$ cat src/rtl/ptw_mem_arbiter_pkg.sv
// Shared types and constants for the page-table-walker memory arbiter.
// CacheReq/CacheResp widths live here so the interfaces and logic agree.
package ptw_mem_arbiter_pkg;

   localparam int unsigned AddrW  = 32;
   localparam int unsigned DataW  = 32;
   localparam int unsigned ErrTyW = 2;

   localparam int unsigned ARB_PRIO_RR   = 0;
   localparam int unsigned ARB_PRIO_DATA = 1;

   typedef enum logic {ARB_I = 1'b0, ARB_D = 1'b1} ArbId;

endpackage

$ cat src/rtl/ptw_mem_arbiter_if.sv
// CacheReq (valid/ready request) and CacheResp (untagged, in-order response pulse) channels.
// master drives the channel, slave receives it.
interface cache_req_if;
   import ptw_mem_arbiter_pkg::*;

   logic             valid;
   logic             ready;
   logic [AddrW-1:0] addr;
   logic             wen;
   logic [DataW-1:0] wdata;

   modport master (output valid, output addr, output wen, output wdata, input ready);
   modport slave  (input valid, input addr, input wen, input wdata, output ready);
endinterface

interface cache_resp_if;
   import ptw_mem_arbiter_pkg::*;

   logic              valid;
   logic [DataW-1:0]  rdata;
   logic              error;
   logic [ErrTyW-1:0] errty;

   modport master (output valid, output rdata, output error, output errty);
   modport slave  (input valid, input rdata, input error, input errty);
endinterface

$ cat src/rtl/ptw_mem_arbiter_id.sv
// Requester-ID FIFO: remembers which walker owns each outstanding read.
// Full/empty come from the registered count; no push-to-head bypass.
module ptw_arb_id_fifo
   import ptw_mem_arbiter_pkg::*;
#(
   parameter int unsigned Depth = 2
) (
   input  logic clk,
   input  logic reset,
   input  logic push_i,
   input  ArbId push_id_i,
   input  logic pop_i,
   output logic full_o,
   output logic empty_o,
   output ArbId head_o
);

   localparam int unsigned PtrW = (Depth > 1) ? $clog2(Depth) : 1;
   localparam int unsigned CntW = PtrW + 1;

   ArbId            mem_q [Depth];
   logic [PtrW-1:0] wr_ptr_q, wr_ptr_d, rd_ptr_q, rd_ptr_d;
   logic [CntW-1:0] count_q, count_d;
   logic            do_push, do_pop;

   assign full_o  = (count_q == CntW'(Depth));
   assign empty_o = (count_q == '0);
   assign do_push = push_i & ~full_o;
   assign do_pop  = pop_i & ~empty_o;
   assign head_o  = mem_q[rd_ptr_q];

   always_comb begin
      wr_ptr_d = wr_ptr_q;
      rd_ptr_d = rd_ptr_q;
      // Power-of-two depth lets the pointers wrap on overflow.
      if (do_push) wr_ptr_d = (Depth == 1) ? '0 : wr_ptr_q + PtrW'(1);
      if (do_pop)  rd_ptr_d = (Depth == 1) ? '0 : rd_ptr_q + PtrW'(1);
      count_d = count_q + CntW'(do_push) - CntW'(do_pop);
   end

   always_ff @(posedge clk) begin
      if (reset) begin
         wr_ptr_q <= '0;
         rd_ptr_q <= '0;
         count_q  <= '0;
      end else begin
         wr_ptr_q <= wr_ptr_d;
         rd_ptr_q <= rd_ptr_d;
         count_q  <= count_d;
      end
   end

   always_ff @(posedge clk) begin
      if (do_push) mem_q[wr_ptr_q] <= push_id_i;
   end

endmodule

$ cat src/rtl/ptw_mem_arbiter.sv
// Shares one downstream memory port between the I-side and D-side Sv32 walkers.
// Optional PTW_ARB_PERFCNT_EN adds grant/conflict performance counters.
module ptw_mem_arbiter
   import ptw_mem_arbiter_pkg::*;
#(
   parameter int unsigned OUTSTANDING_DEPTH = 2,
   parameter int unsigned PRIORITY_MODE     = ARB_PRIO_RR,
   parameter int unsigned LOG_ENABLE        = 0
) (
   input  logic                clk,
   input  logic                reset,
   cache_req_if.slave          ireq,
   cache_resp_if.master        iresp,
   cache_req_if.slave          dreq,
   cache_resp_if.master        dresp,
   cache_req_if.master         memreq,
   cache_resp_if.slave         memresp,
   output logic                protocol_err
`ifdef PTW_ARB_PERFCNT_EN
   ,
   output logic [31:0]         perf_igrant,
   output logic [31:0]         perf_dgrant,
   output logic [31:0]         perf_conflict
`endif
);

   ArbId sel, head;
   ArbId lock_id_q, lock_id_d, last_q, last_d;
   logic lock_q, lock_d, perr_q, perr_d;
   logic sel_valid, sel_wen, accept, push, pop, fifo_full, fifo_empty;

   // Tracing is a simulation-only aid; the synthesizable body ignores it.
   logic unused_log_en;
   assign unused_log_en = (LOG_ENABLE != 0);

   always_comb begin
      sel = ARB_I;
      if (lock_q) begin
         sel = lock_id_q;
      end else if (ireq.valid && dreq.valid) begin
         if (PRIORITY_MODE == ARB_PRIO_DATA) sel = ARB_D;
         else                                sel = (last_q == ARB_I) ? ARB_D : ARB_I;
      end else if (dreq.valid) begin
         sel = ARB_D;
      end
   end

   assign sel_valid     = (sel == ARB_D) ? dreq.valid : ireq.valid;
   assign sel_wen       = (sel == ARB_D) ? dreq.wen   : ireq.wen;
   assign memreq.addr   = (sel == ARB_D) ? dreq.addr  : ireq.addr;
   assign memreq.wdata  = (sel == ARB_D) ? dreq.wdata : ireq.wdata;
   assign memreq.wen    = sel_wen;
   // Writes bypass the full check: they never produce a response.
   assign memreq.valid  = ~reset & sel_valid & ~(~sel_wen & fifo_full);
   assign accept        = memreq.valid & memreq.ready;
   assign ireq.ready    = accept & (sel == ARB_I);
   assign dreq.ready    = accept & (sel == ARB_D);
   assign push          = accept & ~sel_wen;

   assign pop           = ~reset & memresp.valid & ~fifo_empty;
   assign iresp.valid   = pop & (head == ARB_I);
   assign dresp.valid   = pop & (head == ARB_D);
   assign iresp.rdata   = memresp.rdata;
   assign iresp.error   = memresp.error;
   assign iresp.errty   = memresp.errty;
   assign dresp.rdata   = memresp.rdata;
   assign dresp.error   = memresp.error;
   assign dresp.errty   = memresp.errty;
   assign protocol_err  = perr_q;

   always_comb begin
      lock_d    = memreq.valid & ~memreq.ready;
      lock_id_d = lock_d ? sel : lock_id_q;
      last_d    = accept ? sel : last_q;
      perr_d    = perr_q | (memresp.valid & fifo_empty);
   end

   always_ff @(posedge clk) begin
      if (reset) begin
         lock_q    <= 1'b0;
         lock_id_q <= ARB_I;
         last_q    <= ARB_I;
         perr_q    <= 1'b0;
      end else begin
         lock_q    <= lock_d;
         lock_id_q <= lock_id_d;
         last_q    <= last_d;
         perr_q    <= perr_d;
      end
   end

   ptw_arb_id_fifo #(
      .Depth (OUTSTANDING_DEPTH)
   ) u_id_fifo (
      .clk       (clk),
      .reset     (reset),
      .push_i    (push),
      .push_id_i (sel),
      .pop_i     (pop),
      .full_o    (fifo_full),
      .empty_o   (fifo_empty),
      .head_o    (head)
   );

`ifdef PTW_ARB_PERFCNT_EN
   logic [31:0] perf_igrant_q, perf_dgrant_q, perf_conflict_q;

   always_ff @(posedge clk) begin
      if (reset) begin
         perf_igrant_q   <= '0;
         perf_dgrant_q   <= '0;
         perf_conflict_q <= '0;
      end else begin
         if (ireq.ready) perf_igrant_q <= perf_igrant_q + 32'd1;
         if (dreq.ready) perf_dgrant_q <= perf_dgrant_q + 32'd1;
         // With both presenting, at most one can be served this cycle.
         if (ireq.valid && dreq.valid) perf_conflict_q <= perf_conflict_q + 32'd1;
      end
   end

   assign perf_igrant   = perf_igrant_q;
   assign perf_dgrant   = perf_dgrant_q;
   assign perf_conflict = perf_conflict_q;
`endif

endmodule

$ cat src/flat_wrapper.sv
// flat-port wrapper written by rule: the top's interface ports become plain ports
module ptw_mem_arbiter_flat import ptw_mem_arbiter_pkg::*;
#(
   parameter int unsigned OUTSTANDING_DEPTH = 2,
   parameter int unsigned PRIORITY_MODE     = ARB_PRIO_RR,
   parameter int unsigned LOG_ENABLE        = 0
)
  (clk, reset, protocol_err, ireq_valid, ireq_addr, ireq_wen, ireq_wdata, ireq_ready, iresp_valid, iresp_rdata, iresp_error, iresp_errty, dreq_valid, dreq_addr, dreq_wen, dreq_wdata, dreq_ready, dresp_valid, dresp_rdata, dresp_error, dresp_errty, memreq_valid, memreq_addr, memreq_wen, memreq_wdata, memreq_ready, memresp_valid, memresp_rdata, memresp_error, memresp_errty);
  cache_req_if ireq_i ();
  cache_resp_if iresp_i ();
  cache_req_if dreq_i ();
  cache_resp_if dresp_i ();
  cache_req_if memreq_i ();
  cache_resp_if memresp_i ();
  input  logic clk;
  input  logic reset;
  output logic protocol_err;
  input wire logic [$bits(ireq_i.valid)-1:0] ireq_valid;
  input wire logic [$bits(ireq_i.addr)-1:0] ireq_addr;
  input wire logic [$bits(ireq_i.wen)-1:0] ireq_wen;
  input wire logic [$bits(ireq_i.wdata)-1:0] ireq_wdata;
  output wire logic [$bits(ireq_i.ready)-1:0] ireq_ready;
  output wire logic [$bits(iresp_i.valid)-1:0] iresp_valid;
  output wire logic [$bits(iresp_i.rdata)-1:0] iresp_rdata;
  output wire logic [$bits(iresp_i.error)-1:0] iresp_error;
  output wire logic [$bits(iresp_i.errty)-1:0] iresp_errty;
  input wire logic [$bits(dreq_i.valid)-1:0] dreq_valid;
  input wire logic [$bits(dreq_i.addr)-1:0] dreq_addr;
  input wire logic [$bits(dreq_i.wen)-1:0] dreq_wen;
  input wire logic [$bits(dreq_i.wdata)-1:0] dreq_wdata;
  output wire logic [$bits(dreq_i.ready)-1:0] dreq_ready;
  output wire logic [$bits(dresp_i.valid)-1:0] dresp_valid;
  output wire logic [$bits(dresp_i.rdata)-1:0] dresp_rdata;
  output wire logic [$bits(dresp_i.error)-1:0] dresp_error;
  output wire logic [$bits(dresp_i.errty)-1:0] dresp_errty;
  output wire logic [$bits(memreq_i.valid)-1:0] memreq_valid;
  output wire logic [$bits(memreq_i.addr)-1:0] memreq_addr;
  output wire logic [$bits(memreq_i.wen)-1:0] memreq_wen;
  output wire logic [$bits(memreq_i.wdata)-1:0] memreq_wdata;
  input wire logic [$bits(memreq_i.ready)-1:0] memreq_ready;
  input wire logic [$bits(memresp_i.valid)-1:0] memresp_valid;
  input wire logic [$bits(memresp_i.rdata)-1:0] memresp_rdata;
  input wire logic [$bits(memresp_i.error)-1:0] memresp_error;
  input wire logic [$bits(memresp_i.errty)-1:0] memresp_errty;
  assign ireq_i.valid = ireq_valid;
  assign ireq_i.addr = ireq_addr;
  assign ireq_i.wen = ireq_wen;
  assign ireq_i.wdata = ireq_wdata;
  assign ireq_ready = ireq_i.ready;
  assign iresp_valid = iresp_i.valid;
  assign iresp_rdata = iresp_i.rdata;
  assign iresp_error = iresp_i.error;
  assign iresp_errty = iresp_i.errty;
  assign dreq_i.valid = dreq_valid;
  assign dreq_i.addr = dreq_addr;
  assign dreq_i.wen = dreq_wen;
  assign dreq_i.wdata = dreq_wdata;
  assign dreq_ready = dreq_i.ready;
  assign dresp_valid = dresp_i.valid;
  assign dresp_rdata = dresp_i.rdata;
  assign dresp_error = dresp_i.error;
  assign dresp_errty = dresp_i.errty;
  assign memreq_valid = memreq_i.valid;
  assign memreq_addr = memreq_i.addr;
  assign memreq_wen = memreq_i.wen;
  assign memreq_wdata = memreq_i.wdata;
  assign memreq_i.ready = memreq_ready;
  assign memresp_i.valid = memresp_valid;
  assign memresp_i.rdata = memresp_rdata;
  assign memresp_i.error = memresp_error;
  assign memresp_i.errty = memresp_errty;
  ptw_mem_arbiter #(.OUTSTANDING_DEPTH(OUTSTANDING_DEPTH), .PRIORITY_MODE(PRIORITY_MODE), .LOG_ENABLE(LOG_ENABLE)) u_core (.clk(clk), .reset(reset), .ireq(ireq_i), .iresp(iresp_i), .dreq(dreq_i), .dresp(dresp_i), .memreq(memreq_i), .memresp(memresp_i), .protocol_err(protocol_err));
endmodule
$ cat config.mk
export PLATFORM = sky130hd
export DESIGN_NAME = ptw_mem_arbiter_flat
export DESIGN_NICKNAME = d
export VERILOG_FILES = /design/src/rtl/ptw_mem_arbiter_pkg.sv /design/src/rtl/ptw_mem_arbiter_if.sv /design/src/rtl/ptw_mem_arbiter_id.sv /design/src/rtl/ptw_mem_arbiter.sv /design/src/flat_wrapper.sv
export SDC_FILE = /design/constraint.sdc
export NUM_CORES = 1
export LEC_CHECK = 0
export ABC_AREA = 1
export BUFFER_PORTS_ARGS = -buffer_cell sky130_fd_sc_hd__clkbuf_2
export CORE_AREA = 2 2 120 122
export DETAILED_ROUTE_END_ITERATION = 12
export DIE_AREA = 0 0 122 124
export GPL_TIMING_DRIVEN = 1
export PLACE_DENSITY = 0.51
export SYNTH_ARGS = -nofsm -noshare
export SYNTH_HDL_FRONTEND = slang
export SYNTH_SLANG_ARGS = --single-unit
$ cat constraint.sdc
create_clock -name clk -period 1.91 [get_ports clk]
set_clock_uncertainty 0.15 [all_clocks]
set_input_delay 0.191 -clock clk [delete_from_list [all_inputs] [get_ports clk]]
set_output_delay 0.191 -clock clk [all_outputs]
set_load 0.005 [all_outputs]
==> flow_summary.yaml, run 1 <==
pwr:
  p_switching_uw: 481
  clkPwrFrac_pct: 26.8
  internal_power_uw: 910
  ir_worst_vdd_mv: 0.371
  p_comb_share_pct: 54.0
  seq_power_share_pct: 19.2
  p_leak_uw: 0.00195
  p_per_area_nw_per_um2: 470
  sw_frac_of_total_pct: 34.6
timing:
  drv_slew: 0
  rsz0062_at_grt: "yes"
  post-route-period-util_pct: 98.2
  worst_slack_ns: 0.0344
  tightest_slew_ns: 0.274
  fmax_ghz: 0.533
  hold_viol: 0
  slew-limit-headroom_pct: 81.7
  setup_tns_ns: 0
  setup_viol: 0
  hold_slack_ns: 0.0684
  min_period_ns: 1.88
clock_network:
  cts.sinks: 11
  clk_pin_slew_ns: 0.04
  holdBufCountCts: 0
  cts_tree: "built"
  cts_max_level: 1
  numCtsBuffers: 3
  root_buffer: "clkbuf_16"
  insertion_delay_ns: 0.23
  clockBufferDepth: 2
final_layout:
  final_util_pct: 21.6
  layout-drive-gt1-share_pct: 49.5
  final_nets: 675
  diodes: 0
  fill_cells: 1633
  syn_to_final_growth_pct: 52.8
  fin_cells: 681
worst_hold_path:
  hp-start: "memresp_valid"
  holdPathEnd: "u_core.protocol_err"
  holdPathStages: 3
  hold_path.class: "in2reg"
place:
  io_buffers: 206
  post-dp-hpwl_mm: 6.95
  dp_slack_ns: 0.00724
  place_inst: 671
  gp_congestion: 0.755
global_routing:
  grt_use_total_pct: 9.00
  grt_max_degree: 40
  antenna_found_initial: 0
  grt_overflow: 0
  grt_pass1_vias: 2094
  grt_first_pass_wirelength_mm: 10.8
synthesis:
  syn_avg_cell_area_um2: 5.41
  syn_nets: 531
  yosysWarnings: 0
  synth_top_area_share_pct: 39.1
  synth_area_leaders: "nand2_1 39%, buf_4 29%, dfxtp_1 9.3%"
  synth_seq_area_share_pct: 12.4
  syn_inst: 358
  synth_area_um2: 1940
  yosysTopAreaCell: "nand2_1"
  ys_ff_latch: 11
  synthTopCellsByCount: "202 x nand2_1, 76 x buf_4, 18 x inv_1"
  yosysMostFrequentCell: "nand2_1"
  ys_types: 19
  ys_async_sr_fraction_pct: 0
  synth-main-ff-cell: "dfxtp_1"
  synth-edff-count: 2
critical_path:
  timing.rr.start: "u_core.lock_q"
  critPathMostFrequentCell: "nand2_2"
  reg2reg_to: "u_core.u_id_fifo.count_q[1]"
  slowest_delay_ns: 0.33
  crit_chain: "inv_2 > nand3_4 > nand2_2 > nand2_2 > nand2_4 > nand4_4 > ha_4 > inv_1 > ha_2 > xor2_1 > o21ai_1 > a21oi_1"
  required_ns: 1.88
  crit_family: "adder cells"
  regToRegSetupSlack_ns: 0.03
  crit_path_start_kind: "flop"
  critPathKind: "reg2reg"
  endpoint_kind: "flop"
  worstPathArrival_ns: 1.84
  cp_num_buf_inv: 2
  cp_max_fo: 3
  path_depth: 12
  rr_worst_depth: 12
  crit_slowest_cell: "dfxtp_2"
route:
  wirelength_mm: 8.51
  dr_total_vias: 2484
  first_iter_violations: 60
  viasPerCell: 3.65
  drc: 0
  ant_nets: 0
  wl_per_cell_um: 12.5
  drt-pass1-iter-count: 4
floorplan:
  dieHeight_um: 124
  initial_core_util_pct: 14.1
  die_w_um: 122
  dieArea_um2: 15100
  rows: 43
  core_um2: 13700
  num_io_pins: 312
outcome:
  status: "finished clean"
flow_run:
  max_cap_violations: 0
-- stage by stage --
step / instance area [µm²] / power [µW]
final: 2960 / 1390
after global routing: 2960 / 1520
after CTS: 2780 / 1340
after detailed placement: 2690 / 954
after global placement: 2690 / 953
after floorplan: 1940 / 693
-- sequential cells by signal (all words and copies together), names as in the netlist, named ones only --
signal,flops
u_core.u_id_fifo.rd_ptr_q,1
u_core.u_id_fifo.count_q,2
u_core.u_id_fifo.wr_ptr_q,1
u_core.protocol_err,1
u_core.u_id_fifo.mem_q,2
u_core.lock_id_q,1
u_core.lock_q,1
u_core.last_q,1
-- how the worst max path moves through the flow --
| stage | startpoint | end |
|---|---|---|
| floorplan | u_core.lock_q | u_core.u_id_fifo.count_q[1] |
| global placement | u_core.lock_q | u_core.u_id_fifo.count_q[1] |
| detailed placement | u_core.lock_q | u_core.u_id_fifo.count_q[1] |
| CTS | u_core.lock_q | u_core.u_id_fifo.count_q[1] |
| global route | u_core.lock_id_q | u_core.u_id_fifo.count_q[1] |
| finish | u_core.lock_q | u_core.u_id_fifo.count_q[1] |
-- kinds of logic after synthesis --
kind of cell	count (synthesis)	share of synthesized area, %
simple gates	232	48.4
buf+inv	106	35.8
flops	11	12.4
compound gates	5	1.29
xor+xnor	2	0.904
fa+ha+maj	2	1.29
-- layout make-up --
cell class	instances	area [µm²]	share of cell area, %
clock buffers	4	78.8	2.66
inverters	22	95.1	3.21
multi-input cells	241	1040	35.1
flip-flops and latches	11	244	8.24
well taps	180	225	7.60
repair buffers	223	1280	43.2
-- power by group through the flow --
stage | Clock, µW | Sequential [µW] | Combinational, µW
floorplan | 0 | 266 | 426
global placement | 0 | 268 | 685
detailed placement | 0 | 268 | 686
CTS | 382 | 264 | 694
global route | 399 | 268 | 856
finish | 373 | 266 | 751
-- layout by cell type, fill, tap and decap left out, types with 3 or more instances in the layout --
cell,Yosys,layout
nor2_1,15,15
inv_1,18,18
clkbuf_16,0,7
nor2_2,3,3
nand2_2,3,3
buf_4,76,9
nand2_4,2,3
dfxtp_1,9,6
inv_2,4,3
buf_12,0,4
nand2_1,202,201
dfxtp_2,0,3
clkbuf_2,0,206
-- what timing repair did --
action / CTS / global route
pin swaps: 0 / 8
setup endpoints to repair: 21 / 42
buffers inserted: 0 / 2
gates resized for setup: 2 / 18
gates cloned: 0 / 4
-- worst register-to-register path, cell delays in order, from the launching register on --
cell and delay, ns:
dfxtp_2 0.33, inv_2 0.07, nand3_4 0.09, nand2_2 0.09, nand2_2 0.06, nand2_4 0.07, nand4_4 0.10, ha_4 0.27
inv_1 0.03, ha_2 0.16, xor2_1 0.16, o21ai_1 0.14, a21oi_1 0.05
-- routing by layer --
| layer | up-vias | track usage (%) | part of all wire (%) |
|---|---|---|---|
| met5 | - | 0 | 0 |
| met4 | 0 | 0.647 | 0 |
| met3 | 0 | 4.58 | 14 |
| met2 | 194 | 16.7 | 50 |
| met1 | 1010 | 9.49 | 35 |
| li1 | 1280 | - | - |
No activity file was read; power rests on OpenSTA's default activity.
==> inputs of run 2 (changes only) <==
Settings changed: ABC_AREA 1 to 0, CORE_AREA 2 2 120 122 to 2 2 121 123, DIE_AREA 0 0 122 124 to 0 0 123 125, PLACE_DENSITY 0.51 to 0.5.
==> flow_summary.yaml, run 2 <==
synthesis:
  synth_area_leaders: "mux2_2 39%, buf_4 30%, dfxtp_1 9.7%"
  synth-edff-count: 2
  yosysTopAreaCell: "mux2_2"
  synth-main-ff-cell: "dfxtp_1"
  synth_area_um2: 1860
  synth_seq_area_share_pct: 12.9
  ys_ff_latch: 11
  syn_avg_cell_area_um2: 9.22
  syn_inst: 202
  ys_async_sr_fraction_pct: 0
  yosysWarnings: 0
  syn_nets: 375
  synthTopCellsByCount: "75 x buf_4, 64 x mux2_2, 9 x dfxtp_1"
  synth_top_area_share_pct: 38.7
  ys_types: 27
  yosysMostFrequentCell: "buf_4"
final_layout:
  diodes: 0
  final_nets: 535
  final_common_cell: "clkbuf_2"
  fin_cells: 545
  seq_area_um2: 245
  largest_registers: "u_core.u_id_fifo.count_q: 2 flops, u_core.u_id_fifo.mem_q: 2 flops"
  final_util_pct: 23.4
  final_cell_mix: "201 x clkbuf_2, 54 x mux2_4, 10 x mux2_2, 10 x buf_4"
  multiInputGateArea_um2: 1290
  fill_cells: 1521
  layout-drive-gt1-share_pct: 87.5
  design_area_um2: 3330
  syn_to_final_growth_pct: 78.7
critical_path:
  endpoint_kind: "flop"
  cp_max_fo: 3
  cp_num_buf_inv: 2
  crit_chain: "mux2i_4 > mux2i_2 > and2_4 > inv_4 > ha_4 > inv_2 > ha_4 > xor2_2 > xnor2_1 > nor2_1"
  crit_path_start_kind: "flop"
  crit_family: "multiplexers"
  worstPathArrival_ns: 2.12
  slowest_delay_ns: 0.35
  required_ns: 1.89
  critPathMostFrequentCell: "ha_4"
  crit_slowest_cell: "dfxtp_4"
  critPathKind: "reg2reg"
floorplan:
  dieHeight_um: 125
  initial_core_util_pct: 13.1
  dieArea_um2: 15400
  num_io_pins: 312
  die_w_um: 123
  rows: 44
  core_um2: 14200
clock_network:
  root_buffer: "clkbuf_16"
  clk_pin_slew_ns: 0.04
  cts_tree: "built"
  cts.sinks: 11
  numCtsBuffers: 3
  cts_max_level: 1
  insertion_delay_ns: 0.24
  clockBufferDepth: 2
  holdBufCountCts: 0
timing:
  min_period_ns: 2.15
  setup_viol: 68
  fmax_ghz: 0.466
  rsz0062_at_grt: "yes"
  post-route-period-util_pct: 112
  tightest_slew_ns: 0.302
  slew-limit-headroom_pct: 79.8
  hold_viol: 0
  worst_slack_ns: -0.238
  drv_slew: 0
route:
  viasPerCell: 3.72
  first_iter_violations: 30
  ant_nets: 0
  drt-pass1-iter-count: 4
  dr_total_vias: 2030
  drc: 0
  wirelength_mm: 8.14
  wl_per_cell_um: 14.9
global_routing:
  grt_overflow: 0
  grt_max_degree: 12
  grt_use_total_pct: 8.97
  antenna_found_initial: 0
  grt_first_pass_wirelength_mm: 10.3
  grt_pass1_vias: 2032
pwr:
  sw_frac_of_total_pct: 29.0
  ir_worst_vdd_mv: 0.256
  p_leak_uw: 0.00187
  seq_power_share_pct: 17.4
  clkPwrFrac_pct: 24.2
  p_switching_uw: 455
  p_per_area_nw_per_um2: 471
  p_comb_share_pct: 58.3
  internal_power_uw: 1110
place:
  gp_congestion: 0.721
  dpl-instance-area_um2: 2670
  place_inst: 524
  io_buffers: 206
  post-dp-hpwl_mm: 5.75
flow_run:
  max_cap_violations: 0
worst_hold_path:
  hold_path.class: "in2reg"
outcome:
  violations: "setup timing"
  status: "finished with violations"
[run 2: cell types whose count changed after synthesis, moves of 4 or more]
cell	previous run	this run
buf_2	8	2
nor2b_1	0	4
mux2_2	0	64
inv_1	18	5
nor2_1	15	7
inv_2	4	0
nand2_1	202	2
[run 2: routing by layer]
layer	share of wire, %	track usage, %	vias to the layer above
met3	11	1.69	9
met1	31	7.63	901
li1	-	-	935
met2	56	20.2	185
met5	0	0	-
met4	1.3	1.60	0
[run 2: kinds of logic (layout without fill, tap and decap cells)]
group	count (synthesis)	after routing	synth area share (%)
xor+xnor	3	3	1.41
buf+inv	83	242	32.0
mux	68	68	41.3
compound gates	13	13	4.84
flops	11	11	12.9
fa+ha+maj	2	2	1.34
simple gates	22	22	6.25
[run 2: worst register-to-register path: cells and delay by family, from the launching register on]
kind / cells / cell delay [ns]
muxes: 2 / 0.56
adders and majority gates: 2 / 0.40
DFF: 1 / 0.35
xor gates and xnor gates: 2 / 0.28
and+or+nand+nor: 2 / 0.23
buffers and inverters: 2 / 0.07
[run 2: power by group through the flow]
stage	clock network (µW)	logic [µW]	registers, µW
floorplan	0	425	274
global placement	0	645	275
detailed placement	0	651	276
CTS	390	893	272
global route	408	981	276
finish	380	914	273
[run 2: layout make-up]
class                      instances  share of cell area, %
clock buffer                       4                   2.37
inverter                           5                  0.639
multi-input combinational        108                   38.7
sequential                        11                   7.37
tap                              184                   6.92
timing repair buffer             233                   44.0
[run 2: final timing paths]
| kind | startpoint | endpoint | slack [ns] | cells past startpoint |
|---|---|---|---|---|
| min | memresp_valid | u_core.protocol_err | 0.05 | 3 |
| max reg2reg | u_core.lock_q | u_core.u_id_fifo.count_q[1] | -0.24 | 10 |
| min reg2reg | u_core.protocol_err | u_core.protocol_err | 0.32 | 2 |
| max | u_core.lock_q | u_core.u_id_fifo.count_q[1] | -0.24 | 10 |
[run 2: what timing repair did]
action                                  4_1_cts  5_1_grt
endpoints found under the setup margin       70       71
gates cloned                                  6        3
pin swaps                                     2        4
gates resized for setup                      64       34
buffers inserted                              9        6
endpoints found under the hold margin         0        0
[run 2: through the flow]
step | hold slack [ns] | power [µW] | setup TNS, ns | worst slack, ns
2_1_floorplan | 0.180 | 698 | -0.386 | -0.282
3_3_place_gp | 0.232 | 920 | -7.86 | -0.237
3_5_place_dp | 0.232 | 927 | -10.60 | -0.297
4_1_cts | 0.0451 | 1560 | -12.02 | -0.253
5_1_grt | 0.118 | 1660 | -14.64 | -0.349
6_report | 0.0462 | 1570 | -10.16 | -0.238
